### src/rtl/fpu_pkg.sv
// fpu_pkg: shared issue-FSM state encoding and FPU word-format constants
package fpu_pkg;
  localparam int FPU_W    = 32;
  localparam int EXP_W    = 6;
  localparam int MAN_W    = 25;
  localparam int EXP_BIAS = 31;
  localparam int STATUS_W = 4;
  typedef enum logic [1:0] {S_IDLE, S_LOAD, S_RUN, S_HOLD} state_t;
endpackage

### src/rtl/fpu_operand_fifo.sv
// fpu_operand_fifo: synchronous operand-pair queue with full/empty/count
module fpu_operand_fifo #(
  parameter int W     = 64,
  parameter int DEPTH = 4
) (
  input  logic                       clock,
  input  logic                       reset,
  input  logic                       push,
  input  logic                       pop,
  input  logic [W-1:0]               wdata,
  output logic [W-1:0]               rdata,
  output logic                       full,
  output logic                       empty,
  output logic [$clog2(DEPTH):0]     count
);
  localparam int AW = $clog2(DEPTH);
  logic [W-1:0]  r_mem [DEPTH];
  logic [AW-1:0] r_wp, r_rp;
  logic [AW:0]   r_cnt;
  logic          w_push, w_pop;
  assign full   = r_cnt == (AW+1)'(DEPTH);
  assign empty  = r_cnt == '0;
  assign count  = r_cnt;
  assign rdata  = r_mem[r_rp];
  assign w_push = push && !full;
  assign w_pop  = pop && !empty;
  always_ff @(posedge clock)
    if (w_push) r_mem[r_wp] <= wdata;
  always_ff @(posedge clock) begin
    if (!reset) begin
      r_wp  <= '0;
      r_rp  <= '0;
      r_cnt <= '0;
    end else begin
      r_wp  <= w_push ? r_wp + 1'b1 : r_wp;
      r_rp  <= w_pop ? r_rp + 1'b1 : r_rp;
      r_cnt <= r_cnt + (AW+1)'(w_push) - (AW+1)'(w_pop);
    end
  end
endmodule

### src/rtl/fpu_issue_ctrl.sv
// fpu_issue_ctrl: queues operand pairs, pulses FPU reset per op, captures results.
// Optional sticky status accumulator enabled by FPU_ISSUE_STICKY_EN.
module fpu_issue_ctrl
  import fpu_pkg::*;
#(
  parameter int FPU_LATENCY = 8,
  parameter int FIFO_DEPTH  = 4
) (
  input  logic                clock,
  input  logic                reset,
  input  logic                in_valid,
  output logic                in_ready,
  input  logic [FPU_W-1:0]    in_op_a,
  input  logic [FPU_W-1:0]    in_op_b,
  output logic                fpu_reset,
  output logic [FPU_W-1:0]    fpu_op_a,
  output logic [FPU_W-1:0]    fpu_op_b,
  input  logic [FPU_W-1:0]    fpu_data,
  input  logic [STATUS_W-1:0] fpu_status,
  output logic                out_valid,
  input  logic                out_ready,
  output logic [FPU_W-1:0]    out_data,
  output logic [STATUS_W-1:0] out_status,
  output logic                busy
`ifdef FPU_ISSUE_STICKY_EN
  ,
  output logic [STATUS_W-1:0] sticky_status,
  input  logic                sticky_clr
`endif
);
  localparam int CW = $clog2(FIFO_DEPTH) + 1;
  logic                w_full, w_empty, w_pop, w_hs;
  logic [CW-1:0]       w_count;
  logic [2*FPU_W-1:0]  w_head;
  state_t              r_state;
  logic [7:0]          r_cnt;
  logic                r_fpu_rst, r_out_valid;
  logic [FPU_W-1:0]    r_op_a, r_op_b, r_out_data;
  logic [STATUS_W-1:0] r_out_status;
  fpu_operand_fifo #(.W(2*FPU_W), .DEPTH(FIFO_DEPTH)) u_fifo (
    .clock(clock), .reset(reset), .push(in_valid), .pop(w_pop),
    .wdata({in_op_a, in_op_b}), .rdata(w_head),
    .full(w_full), .empty(w_empty), .count(w_count)
  );
  assign w_hs       = r_out_valid && out_ready;
  assign w_pop      = !w_empty && (r_state == S_IDLE || (r_state == S_HOLD && out_ready));
  assign in_ready   = !w_full;
  assign busy       = r_state != S_IDLE || w_count != '0;
  assign fpu_reset  = r_fpu_rst;
  assign fpu_op_a   = r_op_a;
  assign fpu_op_b   = r_op_b;
  assign out_valid  = r_out_valid;
  assign out_data   = r_out_data;
  assign out_status = r_out_status;
  always_ff @(posedge clock) begin
    if (!reset) begin
      r_state      <= S_IDLE;
      r_cnt        <= '0;
      r_fpu_rst    <= 1'b0;
      r_op_a       <= '0;
      r_op_b       <= '0;
      r_out_valid  <= 1'b0;
      r_out_data   <= '0;
      r_out_status <= '0;
    end else begin
      // every pop starts a one-cycle FPU reset pulse; LOAD never pops, so it releases it
      r_fpu_rst <= !w_pop;
      if (w_pop) {r_op_a, r_op_b} <= w_head;
      case (r_state)
        S_IDLE: if (w_pop) r_state <= S_LOAD;
        S_LOAD: begin
          r_state <= S_RUN;
          r_cnt   <= 8'(FPU_LATENCY - 1);
        end
        S_RUN:
          if (r_cnt == 8'd0) begin
            r_out_data   <= fpu_data;
            r_out_status <= fpu_status;
            r_out_valid  <= 1'b1;
            r_state      <= S_HOLD;
          end else r_cnt <= r_cnt - 8'd1;
        S_HOLD:
          if (w_hs) begin
            r_out_valid <= 1'b0;
            r_state     <= w_pop ? S_LOAD : S_IDLE;
          end
        default: r_state <= S_IDLE;
      endcase
    end
  end
`ifdef FPU_ISSUE_STICKY_EN
  logic [STATUS_W-1:0] r_sticky;
  assign sticky_status = r_sticky;
  always_ff @(posedge clock)
    if (!reset) r_sticky <= '0;
    else r_sticky <= (sticky_clr ? '0 : r_sticky) | (w_hs ? r_out_status : '0);
`endif
endmodule
### config.mk
export PLATFORM = sky130hd
export DESIGN_NAME = fpu_issue_ctrl
export DESIGN_NICKNAME = d
export VERILOG_FILES = /design/src/rtl/fpu_pkg.sv /design/src/rtl/fpu_operand_fifo.sv /design/src/rtl/fpu_issue_ctrl.sv
export SDC_FILE = /design/constraint.sdc
export NUM_CORES = 1
export LEC_CHECK = 0
export CORE_MARGIN = 2
export CORE_UTILIZATION = 58
export CTS_CLUSTER_SIZE = 30
export DETAILED_ROUTE_END_ITERATION = 10
export PLACE_DENSITY_LB_ADDON = 0.12
export SLEW_MARGIN = 0
export SYNTH_ARGS = -nofsm -noshare
export SYNTH_HDL_FRONTEND = slang
export SYNTH_SLANG_ARGS = --single-unit
export TNS_END_PERCENT = 1
### constraint.sdc
create_clock -name clock -period 8.25 [get_ports clock]
set_input_delay 2.475 -clock clock [delete_from_list [all_inputs] [get_ports clock]]
set_output_delay 2.475 -clock clock [all_outputs]
set_load 0.01 [all_outputs]
# Yosys cells after proc, flatten, opt, wreduce, memory -nomap -nowiden
# Memory sizes are Yosys's and may differ from the RTL's. A register that Yosys moved wholly into a read port is not among the register bits.
# Cells that the tools add are included.
# word_totals
memories,1
elab_cells,57
regBits,55
output_inout_bits,104
ram_bits,256
input_bits,104
# op_classes
n_reduce_logical,22
addsub,5
muxes,12
n_eq_ne,8
# mem_list
name,depth,width,rd,rd_clocked_by_memory_dff,write_ports,line_no,rtl
u_fifo.r_mem,4,64,1,1,1,fpu_operand_fifo.sv:17,logic [W-1:0] r_mem [DEPTH];
# ops
op,n
$pmux 8 s2,1
$logic_not 8->1,1
$mux 8,1
$pmux 2 s4,1
$sub 8x1->8 const B,1
$mux 2,3
$ne 2x2->1 const B,3
$reduce_and 3->1,2
$reduce_bool 2->1,3
$logic_and 1x1->1,5
$mux 1,5
$add 2x1->2 const B,2
$eq 2x2->1 const B,2
$logic_not 1->1,4
$reduce_and 2->1,2
$add 3x1->3,1
$eq 3x3->1 const B,1
$logic_not 3->1,1
$reduce_bool 3->1,1
$sub 3x1->3,1
$eq 2x1->1 const B,1
$logic_not 2->1,1
$logic_or 1x1->1,2
$ne 2x1->1 const B,1
$pmux 1 s2,1

# Depth between registers and ports, before layout
# Gate-level depths: netlist of run 1.
# depth
word_depth,7
mapped_depth,14
depth_no_buf,13

# By module
# Synthesis of run 1 repeated with hierarchy kept, for this count alone.
# hier_totals
cells_unflattened,901
area_unflattened_um2,13928.4
# by_module_without_submodules
mod,n_inst,cells_each,seq_area_each_um2,area_each_um2
fpu_operand_fifo,1,385,7867.5,9795.6
fpu_issue_ctrl,1,516,2242.2,4132.7

# Worst setup path before layout of run 1
# OpenSTA, ideal clock, no wires.
# synth_path
kind,in2reg
start,input in_valid
end,"memory u_fifo.r_mem[0][0], enable pin"
n_path_buf,0
slack_ns,3.400
t_required_ns,7.821
stages,2
arrival_ns,4.422
setup_ns,0.429
cell_sequence,a21boi_1 and2_1
# synth_between
elab_chain_cells,3
# synth_lines
element,line_no,rtl
start: declaration,fpu_issue_ctrl.sv:11,"input logic in_valid,"
$logic_and 1x1->1,fpu_operand_fifo.sv:25,assign w_push = push && !full;
$mux 1,fpu_operand_fifo.sv:28,if (w_push) r_mem[r_wp] <= wdata;
$mux 1 (implied by the code),fpu_operand_fifo.sv:28,
end: declaration,fpu_operand_fifo.sv:17,
# No other way between the ends.

# Worst setup path after layout of run 1
# layout_path
start,input out_ready
end,register u_fifo.r_cnt[2] (netlist: u_fifo.count[2])
# layout_between
elab_chain_cells,5
# layout_lines
element,line_no,rtl
start: declaration,fpu_issue_ctrl.sv:21,"input logic out_ready,"
$logic_and 1x1->1,fpu_issue_ctrl.sv:46,assign w_pop = !w_empty && (r_state == S_IDLE || (r_state == S_HOLD && out_ready));
$logic_or 1x1->1,fpu_issue_ctrl.sv:46,
$logic_and 1x1->1,fpu_issue_ctrl.sv:46,
$logic_and 1x1->1,fpu_operand_fifo.sv:26,assign w_pop = pop && !empty;
$sub 3x1->3,fpu_operand_fifo.sv:37,r_cnt <= r_cnt + (AW+1)'(w_push) - (AW+1)'(w_pop);
end signal: assignment,fpu_operand_fifo.sv:37,
end: declaration,fpu_operand_fifo.sv:19,logic [AW:0] r_cnt;
# No other way between the ends.
# A chain may end at the register's enable or synchronous reset.

==> metrics.csv, run 1 <==
stage,metric,value,unit
critical_path,start_kind,input pin,
clock_tree,cts_setup_buffers,0,
place,dp_slack,2.20,ns
synthesis,synth_warnings,0,
grt,grt.total_usage,22.1,%
clock_tree,cts_max_level,2,
outcome,status,completed,
critical_path,arrival,5.87,ns
clock_tree,cts_tree,yes,
sta,timing.final.ws_setup,2.77,ns
layout,final_common_cell,edfxtp_1,
sta,fin_crit,5.48,ns
synthesis,avgSynthCellArea,15.5,µm²
power_and_ir_drop,vdd_drop_max,0.272,mV
critical_path,rr_worst_depth,14,
clock_tree,clkTransAtPathRegs,0.06,ns
power_and_ir_drop,p_leak,5.75,nW
clock_tree,numCtsBuffers,38,
clock_tree,clock-root-buffer,clkbuf_16,
synthesis,synth_cell_types,55,
critical_path,cp_max_fo,67,
clock_tree,clock_latency,0.51,ns
floorplan,fp.dieW,160,µm
critical_path,critical-path-top-delay-family,buffers and inverters,
sta,worst_hold_slack,0.451,ns
sta,rsz0062_at_grt,no,
critical_path,cp_cell_sequence,clkdlybuf4s50_1 -> a21oi_1 -> or2_2 -> buf_4 -> inv_2 -> buf_4 -> ha_1 -> inv_1 -> ha_1 -> inv_1 -> fa_1 -> xor2_1 -> xnor2_1 -> nor2_1,
critical_path,worst-setup-path-type,input pin to flop,
floorplan,rows,56,
grt,grt_pass1_wl,44.0,mm
layout,fin_nets,1225,
floorplan,core_area,0.0236,mm²
critical_path,critPathRequiredTime,8.64,ns
place,post-dp-hpwl,15.9,mm
power_and_ir_drop,power,5.87,mW
sta,final_hold_viol_count,0,
place,port_buffers,207,
synthesis,synth_seq_cells,375,
sta,fmax,182,MHz
floorplan,start_util,59.4,%
min_path,hold_class,flop to flop,
grt,grt_start_max_net_pins,72,
clock_tree,numClockSinks,375,
route,via_per_inst,5.53,
route,drtIter0Drc,563,
synthesis,syn_nets,1022,
sta,fin_worst_skew,0.0124,ns
synthesis,netlist_instances,904,
critical_path,cp_slowest_cell,buf_4,
grt,grt-ovfl-total,0,
layout,syn_to_final_growth,24.9,%
critical_path,cpPeakStageDelay,0.65,ns
route,drtPass1Iterations,5,
floorplan,io_pins,208,
sta,period_share,66.5,%
floorplan,die_area,0.0255,mm²
synthesis,synth_edf_count,256,
synthesis,netlist_area,0.0140,mm²
layout,drive_above_1_share,17.6,%
sta,slew_viol_final,0,
grt,grt_pass1_vias,8045,
synthesis,synth.yosys.seq_area_share,71.7,%
clock_tree,clockBufferDepth,3,
critical_path,end_kind,flop,
route,drcViolationCount,0,
sta,setup_violations,0,
grt,antenna_found_initial,0,
synthesis,synth_ff_type,edfxtp_1,
route,wl,28.2,mm
power_and_ir_drop,power_density,335,mW/mm²
route,wl_per_cell,19.3,µm
clock_tree,cts_resized,0,
layout,antenna_cells,0,
clock_tree,ctsHoldBuffers,0,
sta,maxSlewHeadroom,31.0,%
min_path,hold-path-cell-count,2,
sta,worstMarginPinSlew,1.03,ns
route,postRouteAntennaNets,0,
sta,tns,0,ns
layout,layout_common_cells,"edfxtp_1 (256), clkdlybuf4s50_1 (207), nand2_1 (183)",
floorplan,die_h,160,µm
run,max_cap_viol_count,0,
route,vias,8048,
synthesis,synthArstFlopShare,0,%
critical_path,crit_buf_inv,6,
critical_path,cp.depth,14,
place,place.gp.congestion,0.781,
cell usage after synthesis, types with 4 or more instances:
| cell type | n | area share (%) |
|---|---|---|
| nor2_1 | 14 | 0.37 |
| edfxtp_1 | 256 | 55 |
| buf_4 | 6 | 0.32 |
| ha_1 | 13 | 1.2 |
| clkbuf_1 | 21 | 0.56 |
| dfxtp_1 | 119 | 17 |
| and2_1 | 6 | 0.27 |
| a21oi_2 | 30 | 1.9 |
| xnor2_1 | 4 | 0.25 |
| inv_1 | 11 | 0.29 |
| nand2_1 | 183 | 4.9 |
| buf_2 | 14 | 0.50 |
| a31oi_1 | 5 | 0.22 |
| mux4_2 | 64 | 10 |
| nand2_2 | 30 | 1.3 |
| nor3_1 | 4 | 0.14 |
| a21oi_1 | 74 | 2.6 |
metrics by stage:
step | instances | cell area [µm²] | util, %
floorplan | 904 | 14000 | -
finish | 1455 | 17500 | 74.2
global route | 1455 | 17500 | 74.2
global placement | 1386 | 16300 | 69.0
CTS | 1455 | 17500 | 74.2
detailed placement | 1386 | 16300 | 69.0
logic make-up (layout without fill, tap and decap cells):
logic type / after synthesis / count (layout) / share of synthesized area (%)
DFF: 375 / 375 / 71.7
and+or+nand+nor: 254 / 254 / 8.07
AOI/OAI and AO/OA: 130 / 130 / 5.92
muxes: 65 / 65 / 10.3
buffers and inverters: 61 / 293 / 2.32
adders and majority gates: 14 / 14 / 1.30
xor gates and xnor gates: 5 / 5 / 0.312
sequential cells by signal, summed over array words and instances (netlist names):
| name | flops |
|---|---|
| u_fifo.count | 3 |
| fpu_op_b | 32 |
| fpu_reset | 1 |
| out_status | 4 |
| u_fifo.r_mem | 256 |
| fpu_op_a | 32 |
| out_data | 32 |
| u_fifo.r_wp | 2 |
| u_fifo.r_rp | 2 |
| r_cnt | 8 |
| out_valid | 1 |
| r_state | 2 |
power by group:
part	internal, mW	switching (mW)
combinational	0.772	0.799
sequential	2.36	0.228
clock	1.03	0.679
total	4.16	1.71
per-layer routing:
metal	up-vias	track usage (%)	wire, µm
li1	3752	-	-
met1	3997	29.2	11500
met2	255	37.6	14300
met3	44	4.82	1820
met4	0	6.03	507
met5	-	0	0
tightest hold or removal path, cell delays in order (launching register included):
cell     delay, ns
dfxtp_1       0.31
nand2_1       0.05
a21oi_1       0.05
path summary, 6_finish.rpt:
check,to,start,slack [ns]
worst max-delay path,u_fifo.count[2]$_SDFF_PN0_,out_ready,2.77
worst max register to register,u_fifo.count[2]$_SDFF_PN0_,r_state[0]$_SDFFE_PN0P_,4.56
worst min-delay path,fpu_op_a[20]$_SDFFE_PN0N_,fpu_op_a[20]$_SDFFE_PN0N_,0.45
worst min register to register,fpu_op_a[20]$_SDFFE_PN0N_,fpu_op_a[20]$_SDFFE_PN0N_,0.45
cell type report:
cell class	instances	area (µm²)
timing repair buffer	211	2100
inverter	13	51.3
clock inverter	22	233
tap	319	399
fill	1514	6080
sequential	375	10100
multi-input combinational	468	3650
clock buffer	47	1020
Note: power is estimated with default switching activity, not from simulation.
==> run 2, diff against run 1 <==
--- a/config.mk
+++ b/config.mk
@@ -6,7 +6,7 @@
 export NUM_CORES = 1
 export LEC_CHECK = 0
 export CORE_MARGIN = 2
-export CORE_UTILIZATION = 58
+export CORE_UTILIZATION = 54
 export CTS_CLUSTER_SIZE = 30
 export DETAILED_ROUTE_END_ITERATION = 10
 export PLACE_DENSITY_LB_ADDON = 0.12
==> constraint.sdc (replaced) <==
create_clock -name clock -period 5.57 [get_ports clock]
set_input_delay 1.671 -clock clock [delete_from_list [all_inputs] [get_ports clock]]
set_output_delay 1.671 -clock clock [all_outputs]
set_load 0.01 [all_outputs]
==> metrics.csv, run 2 (synthesized netlist as in run 1, its figures left out) <==
stage,metric,value,unit,change
outcome,status,completed,,
run,max_cap_viol_count,0,,unchanged
route,vias,7969,,-0.98%
critical_path,cp_cell_sequence,inv_1 -> ha_1 -> or4b_1 -> clkdlybuf4s50_1,,
place,place.gp.congestion,0.790,,+1.2%
sta,maxSlewHeadroom,30.3,%,-0.68 points
place,port_buffers,207,,unchanged
clock_tree,cts_setup_buffers,0,,unchanged
floorplan,fp.dieW,165,µm,+3.5%
layout,final_common_cell,edfxtp_1,,
clock_tree,clock-root-buffer,clkbuf_16,,
route,postRouteAntennaNets,0,,unchanged
layout,multiInputGateArea,0.00365,mm²,unchanged
sta,fmax,258,MHz,
layout,fillers,1808,,+19%
critical_path,r2r_slack,3.09,ns,-1.47 ns
clock_tree,ctsHoldBuffers,0,,unchanged
sta,worstMarginPinSlew,1.05,ns,+0.0103 ns
route,drtPass1Iterations,7,,+2
clock_tree,cts_tree,yes,,
grt,antenna_found_initial,3,,+3
floorplan,die_h,165,µm,+3.5%
layout,fin_nets,1226,,+0.082%
critical_path,cp_slowest_cell,clkdlybuf4s50_1,,
grt,grt_pass1_vias,7894,,-1.9%
grt,grt_pass1_wl,42.5,mm,-3.6%
clock_tree,clock_latency,0.52,ns,about the same
grt,grt_start_max_net_pins,67,,-6.9%
layout,syn_to_final_growth,24.8,%,
sta,tns,0,ns,unchanged
power_and_ir_drop,power,8.57,mW,+46%
critical_path,rr_startpoint,u_fifo.count[1]$_SDFF_PN0_,,
clock_tree,cts_max_level,2,,unchanged
sta,fin_crit,3.87,ns,
critical_path,worst-setup-path-type,flop to primary output,,
clock_tree,numCtsBuffers,38,,unchanged
layout,top_register,u_fifo.r_mem,,
critical_path,cp_max_fo,4,,-94%
critical_path,startpoint,r_state[1]$_SDFFE_PN0P_,,
clock_tree,clockBufferDepth,3,,unchanged
critical_path,start_kind,flop,,
clock_tree,cts_resized,0,,unchanged
sta,final_hold_viol_count,0,,unchanged
sta,setup_violations,0,,unchanged
sta,period_share,69.5,%,
power_and_ir_drop,vdd_drop_max,0.331,mV,+21%
power_and_ir_drop,power_density,490,mW/mm²,+46%
critical_path,cpPeakStageDelay,0.52,ns,-0.13 ns
critical_path,rr_endpoint,u_fifo.r_mem[3][33]$_DFFE_PP_,,
place,post-dp-hpwl,15.8,mm,-0.21%
layout,drive_above_1_share,18.0,%,+0.44 points
critical_path,rr_worst_depth,3,,-11
place,placed_area,0.0163,mm²,+0.17%
route,via_per_inst,5.41,,-2.3%
floorplan,io_pins,208,,unchanged
grt,grt-ovfl-total,0,,unchanged
layout,finalInstanceArea,0.0175,mm²,-0.11%
critical_path,critPathRequiredTime,3.90,ns,-4.74 ns
layout,seqCellArea,0.0101,mm²,unchanged
sta,rsz0062_at_grt,no,,
route,wl,27.7,mm,-1.5%
power_and_ir_drop,p_leak,5.72,nW,-0.39%
floorplan,rows,59,,+5.4%
floorplan,start_util,54.5,%,-5.0 points
sta,slew_viol_final,0,,unchanged
clock_tree,clkTransAtPathRegs,0.06,ns,about the same
sta,fin_worst_skew,0.0169,ns,+0.00449 ns
route,drcViolationCount,0,,unchanged
grt,grt.total_usage,20.4,%,-1.8 points
critical_path,critPathCapture,busy,,
floorplan,core_area,0.0258,mm²,+9.1%
layout,layout_common_cells,"edfxtp_1 (256), clkdlybuf4s50_1 (207), nand2_1 (183)",,
route,drtIter0Drc,547,,-2.8%
route,wl_per_cell,18.8,µm,-2.8%
critical_path,end_kind,primary output,,
clock_tree,numClockSinks,375,,unchanged
critical_path,arrival,2.20,ns,-3.67 ns
floorplan,die_area,0.0273,mm²,+7.2%
min_path,hold_class,flop to flop,,
layout,largest_reg_flops,256,,unchanged
run 2: cell count changes in the layout (fill, tap and decap cells not counted), sizes merged:
cell	previous run	this run
bufinv	5	2
clkbuf	47	50
diode	0	3
clkinv	15	13
clkinvlp	1	3
buf	4	5
inv	14	13
run 2: worst min-delay path by stage:
stage                          startpoint                          to  slack (ns)  depth (start not counted)
6_report        fpu_op_b[12]$_SDFFE_PN0N_   fpu_op_b[12]$_SDFFE_PN0N_        0.45                          2
5_1_grt         out_data[15]$_SDFFE_PN0P_   out_data[15]$_SDFFE_PN0P_        0.47                          2
4_1_cts          out_data[0]$_SDFFE_PN0P_    out_data[0]$_SDFFE_PN0P_        0.45                          2
3_5_place_dp   out_status[1]$_SDFFE_PN0P_  out_status[1]$_SDFFE_PN0P_        0.44                          2
3_3_place_gp   out_status[3]$_SDFFE_PN0P_  out_status[3]$_SDFFE_PN0P_        0.44                          2
2_1_floorplan    out_data[0]$_SDFFE_PN0P_    out_data[0]$_SDFFE_PN0P_        0.48                          2
run 2: per-stage QoR:
stage / hold WS [ns] / util [%] / worst slack (ns) / cells
final: 0.453 / 68.0 / 1.70 / 1474
after global routing: 0.470 / 67.9 / 1.57 / 1472
after CTS: 0.453 / 67.9 / 1.68 / 1471
after detailed placement: 0.445 / 63.3 / 1.48 / 1403
after global placement: 0.437 / 63.3 / 1.54 / 1403
after floorplan: 0.476 / - / 1.52 / 904
run 2: worst max-delay path: cells and delay by family, from the launching register on:
kind / cells / cell delay [ns]
buf+inv: 2 / 0.66
simple gates: 1 / 0.50
fa+ha+maj: 1 / 0.20
flops: 1 / 0.33
run 2: layout make-up:
cell class              count  share of cell area [%]
repair buffers            212                    12.0
multi-input cells         468                    20.9
diodes                      3                  0.0429
flip-flops and latches    375                    57.5
clock inverters            18                   0.900
clock buffers              50                    5.92
inverters                  13                   0.293
well taps                 335                    2.39
run 2: per-layer routing:
metal	routed length, µm	vias up	GRT usage [%]
met1	11700	3947	26.9
met5	11	-	0
li1	-	3750	-
met4	469	2	5.81
met3	2000	40	4.77
met2	13500	230	34.1
run 2: report_power, final:
part	total (mW)	internal, mW	switching [mW]
logic	2.32	1.15	1.17
registers	3.83	3.49	0.343
clock network	2.42	1.41	1.01
==> run 3, diff against run 2 <==
--- a/config.mk
+++ b/config.mk
@@ -6,7 +6,7 @@
 export NUM_CORES = 1
 export LEC_CHECK = 0
 export CORE_MARGIN = 2
-export CORE_UTILIZATION = 54
+export CORE_UTILIZATION = 49
 export CTS_CLUSTER_SIZE = 30
 export DETAILED_ROUTE_END_ITERATION = 10
 export PLACE_DENSITY_LB_ADDON = 0.12
==> constraint.sdc (replaced) <==
create_clock -name clock -period 3.5 [get_ports clock]
set_input_delay 1.05 -clock clock [delete_from_list [all_inputs] [get_ports clock]]
set_output_delay 1.05 -clock clock [all_outputs]
set_load 0.01 [all_outputs]
==> metrics.csv, run 3 (synthesized netlist as in run 1, its figures left out) <==
stage,metric,value,unit,change
sta,worstMarginPinSlew,1.03,ns,-0.0118 ns
floorplan,die_h,173,µm,+4.9%
critical_path,arrival,2.20,ns,about the same
layout,final_common_cell,edfxtp_1,,
layout,drive_above_1_share,18.2,%,+0.13 points
critical_path,rr_endpoint,u_fifo.count[2]$_SDFF_PN0_,,
route,drtIter0Drc,389,,-29%
sta,setup_violations,0,,unchanged
critical_path,end_kind,primary output,,
clock_tree,clkTransAtPathRegs,0.06,ns,about the same
clock_tree,clockBufferDepth,3,,unchanged
place,post-dp-hpwl,17.0,mm,+7.1%
floorplan,start_util,50.1,%,-4.4 points
grt,antenna_found_initial,1,,-2
grt,grt.total_usage,19.1,%,-1.3 points
floorplan,rows,61,,+3.4%
layout,layout_common_cells,"edfxtp_1 (256), clkdlybuf4s50_1 (207), nand2_1 (183)",,
sta,fin_crit,3.25,ns,
critical_path,cp_cell_sequence,inv_1 -> ha_1 -> or4b_1 -> clkdlybuf4s50_1,,
place,port_buffers,207,,unchanged
critical_path,cpPeakStageDelay,0.51,ns,about the same
grt,grt_pass1_vias,8157,,+3.3%
floorplan,io_pins,208,,unchanged
route,drcViolationCount,0,,unchanged
critical_path,cp_max_fo,4,,unchanged
clock_tree,cts_setup_buffers,0,,unchanged
clock_tree,cts_max_level,2,,unchanged
grt,grt_pass1_wl,44.8,mm,+5.5%
sta,tns,0,ns,unchanged
route,drtPass1Iterations,5,,-2
critical_path,critPathRequiredTime,2.45,ns,-1.45 ns
min_path,hp-start,out_status[0]$_SDFFE_PN0P_,,
layout,largest_reg_flops,256,,unchanged
clock_tree,cts_resized,0,,unchanged
floorplan,core_area,0.0280,mm²,+8.7%
route,vias,8031,,+0.78%
critical_path,rr_startpoint,r_state[0]$_SDFFE_PN0P_,,
sta,fmax,307,MHz,
layout,fin_nets,1240,,+1.1%
sta,maxSlewHeadroom,31.1,%,+0.79 points
min_path,whs_endpoint,out_status[0]$_SDFFE_PN0P_,,
clock_tree,ctsHoldBuffers,0,,unchanged
critical_path,r2r_slack,1.01,ns,-2.08 ns
power_and_ir_drop,power_density,768,mW/mm²,+57%
critical_path,rr_worst_depth,13,,+10
route,postRouteAntennaNets,0,,unchanged
sta,final_hold_viol_count,0,,unchanged
power_and_ir_drop,power,13.7,mW,+59%
layout,syn_to_final_growth,26.6,%,
floorplan,die_area,0.0300,mm²,+10%
clock_tree,numClockSinks,375,,unchanged
outcome,status,completed,,
clock_tree,clock_latency,0.52,ns,about the same
min_path,hold_class,flop to flop,,
sta,slew_viol_final,0,,unchanged
clock_tree,clock-root-buffer,clkbuf_16,,
clock_tree,numCtsBuffers,39,,+2.6%
power_and_ir_drop,p_leak,5.82,nW,+1.6%
run,max_cap_viol_count,0,,unchanged
grt,grt_start_max_net_pins,67,,unchanged
critical_path,cp_slowest_cell,clkdlybuf4s50_1,,
clock_tree,cts_tree,yes,,
grt,grt-ovfl-total,0,,unchanged
critical_path,worst-setup-path-type,flop to primary output,,
route,via_per_inst,5.25,,-2.8%
layout,top_register,u_fifo.r_mem,,
power_and_ir_drop,vdd_drop_max,0.713,mV,+120%
floorplan,fp.dieW,173,µm,+4.9%
sta,fin_worst_skew,0.0132,ns,-0.00369 ns
min_path,hold-path-cell-count,2,,unchanged
critical_path,start_kind,flop,,
route,wl_per_cell,18.5,µm,-1.8%
place,place.gp.congestion,0.789,,-0.13%
sta,rsz0062_at_grt,no,,
sta,period_share,92.9,%,
route,wl,28.2,mm,+1.8%
==> run 3: how the worst max path moves through the flow <==
stage	startpoint	end	slack (ns)	depth (start not counted)
5_1_grt	r_state[0]$_SDFFE_PN0P_	busy	0.13	4
3_5_place_dp	out_ready	u_fifo.count[2]$_SDFF_PN0_	0.16	12
4_1_cts	r_state[0]$_SDFFE_PN0P_	busy	0.22	4
6_report	r_state[0]$_SDFFE_PN0P_	busy	0.25	4
2_1_floorplan	in_valid	u_fifo.r_mem[1][0]$_DFFE_PP_	0.07	2
3_3_place_gp	out_ready	u_fifo.count[2]$_SDFF_PN0_	0.18	12
==> run 3: cell type report <==
class / count / area (µm²)
antenna: 1 / 2.50
clock buffer: 55 / 1080
clock inverter: 14 / 90.1
fill: 2125 / 10200
inverter: 13 / 51.3
multi-input combinational: 468 / 3650
sequential: 375 / 10100
tap: 378 / 473
timing repair buffer: 225 / 2340
==> run 3: power breakdown <==
| part | internal [mW] | switching (mW) | leakage (nW) |
|---|---|---|---|
| logic | 1.90 | 1.90 | 1.92 |
| clock network | 2.21 | 1.57 | 0.573 |
| registers | 5.55 | 0.532 | 3.32 |
==> run 3: critical path: cells and delay by family, from the launching register on <==
kind | cells | cell delay, ns
fa+ha+maj | 1 | 0.21
buf+inv | 2 | 0.64
flops | 1 | 0.34
simple gates | 1 | 0.50
==> run 3: metrics by stage <==
step | setup slack [ns] | util (%) | cells | hold slack [ns] | instance area [µm²]
finish | 0.247 | 63.4 | 1529 | 0.450 | 17800
global route | 0.126 | 63.4 | 1528 | 0.467 | 17800
CTS | 0.221 | 63.4 | 1528 | 0.452 | 17800
detailed placement | 0.162 | 59.3 | 1459 | 0.444 | 16600
global placement | 0.176 | 59.3 | 1459 | 0.438 | 16600
floorplan | 0.0746 | - | 904 | 0.476 | 14000
==> run 3: layer usage <==
metal  wire length, µm  GRT usage, %  share of wire, %  vias up
met5                 8             0             0.028        -
met4               608          4.91               2.2        2
met3              1790          5.04               6.4       40
met2             13800          32.1                49      232
met1             12000          24.8                42     3980
li1                  -             -                 -     3777
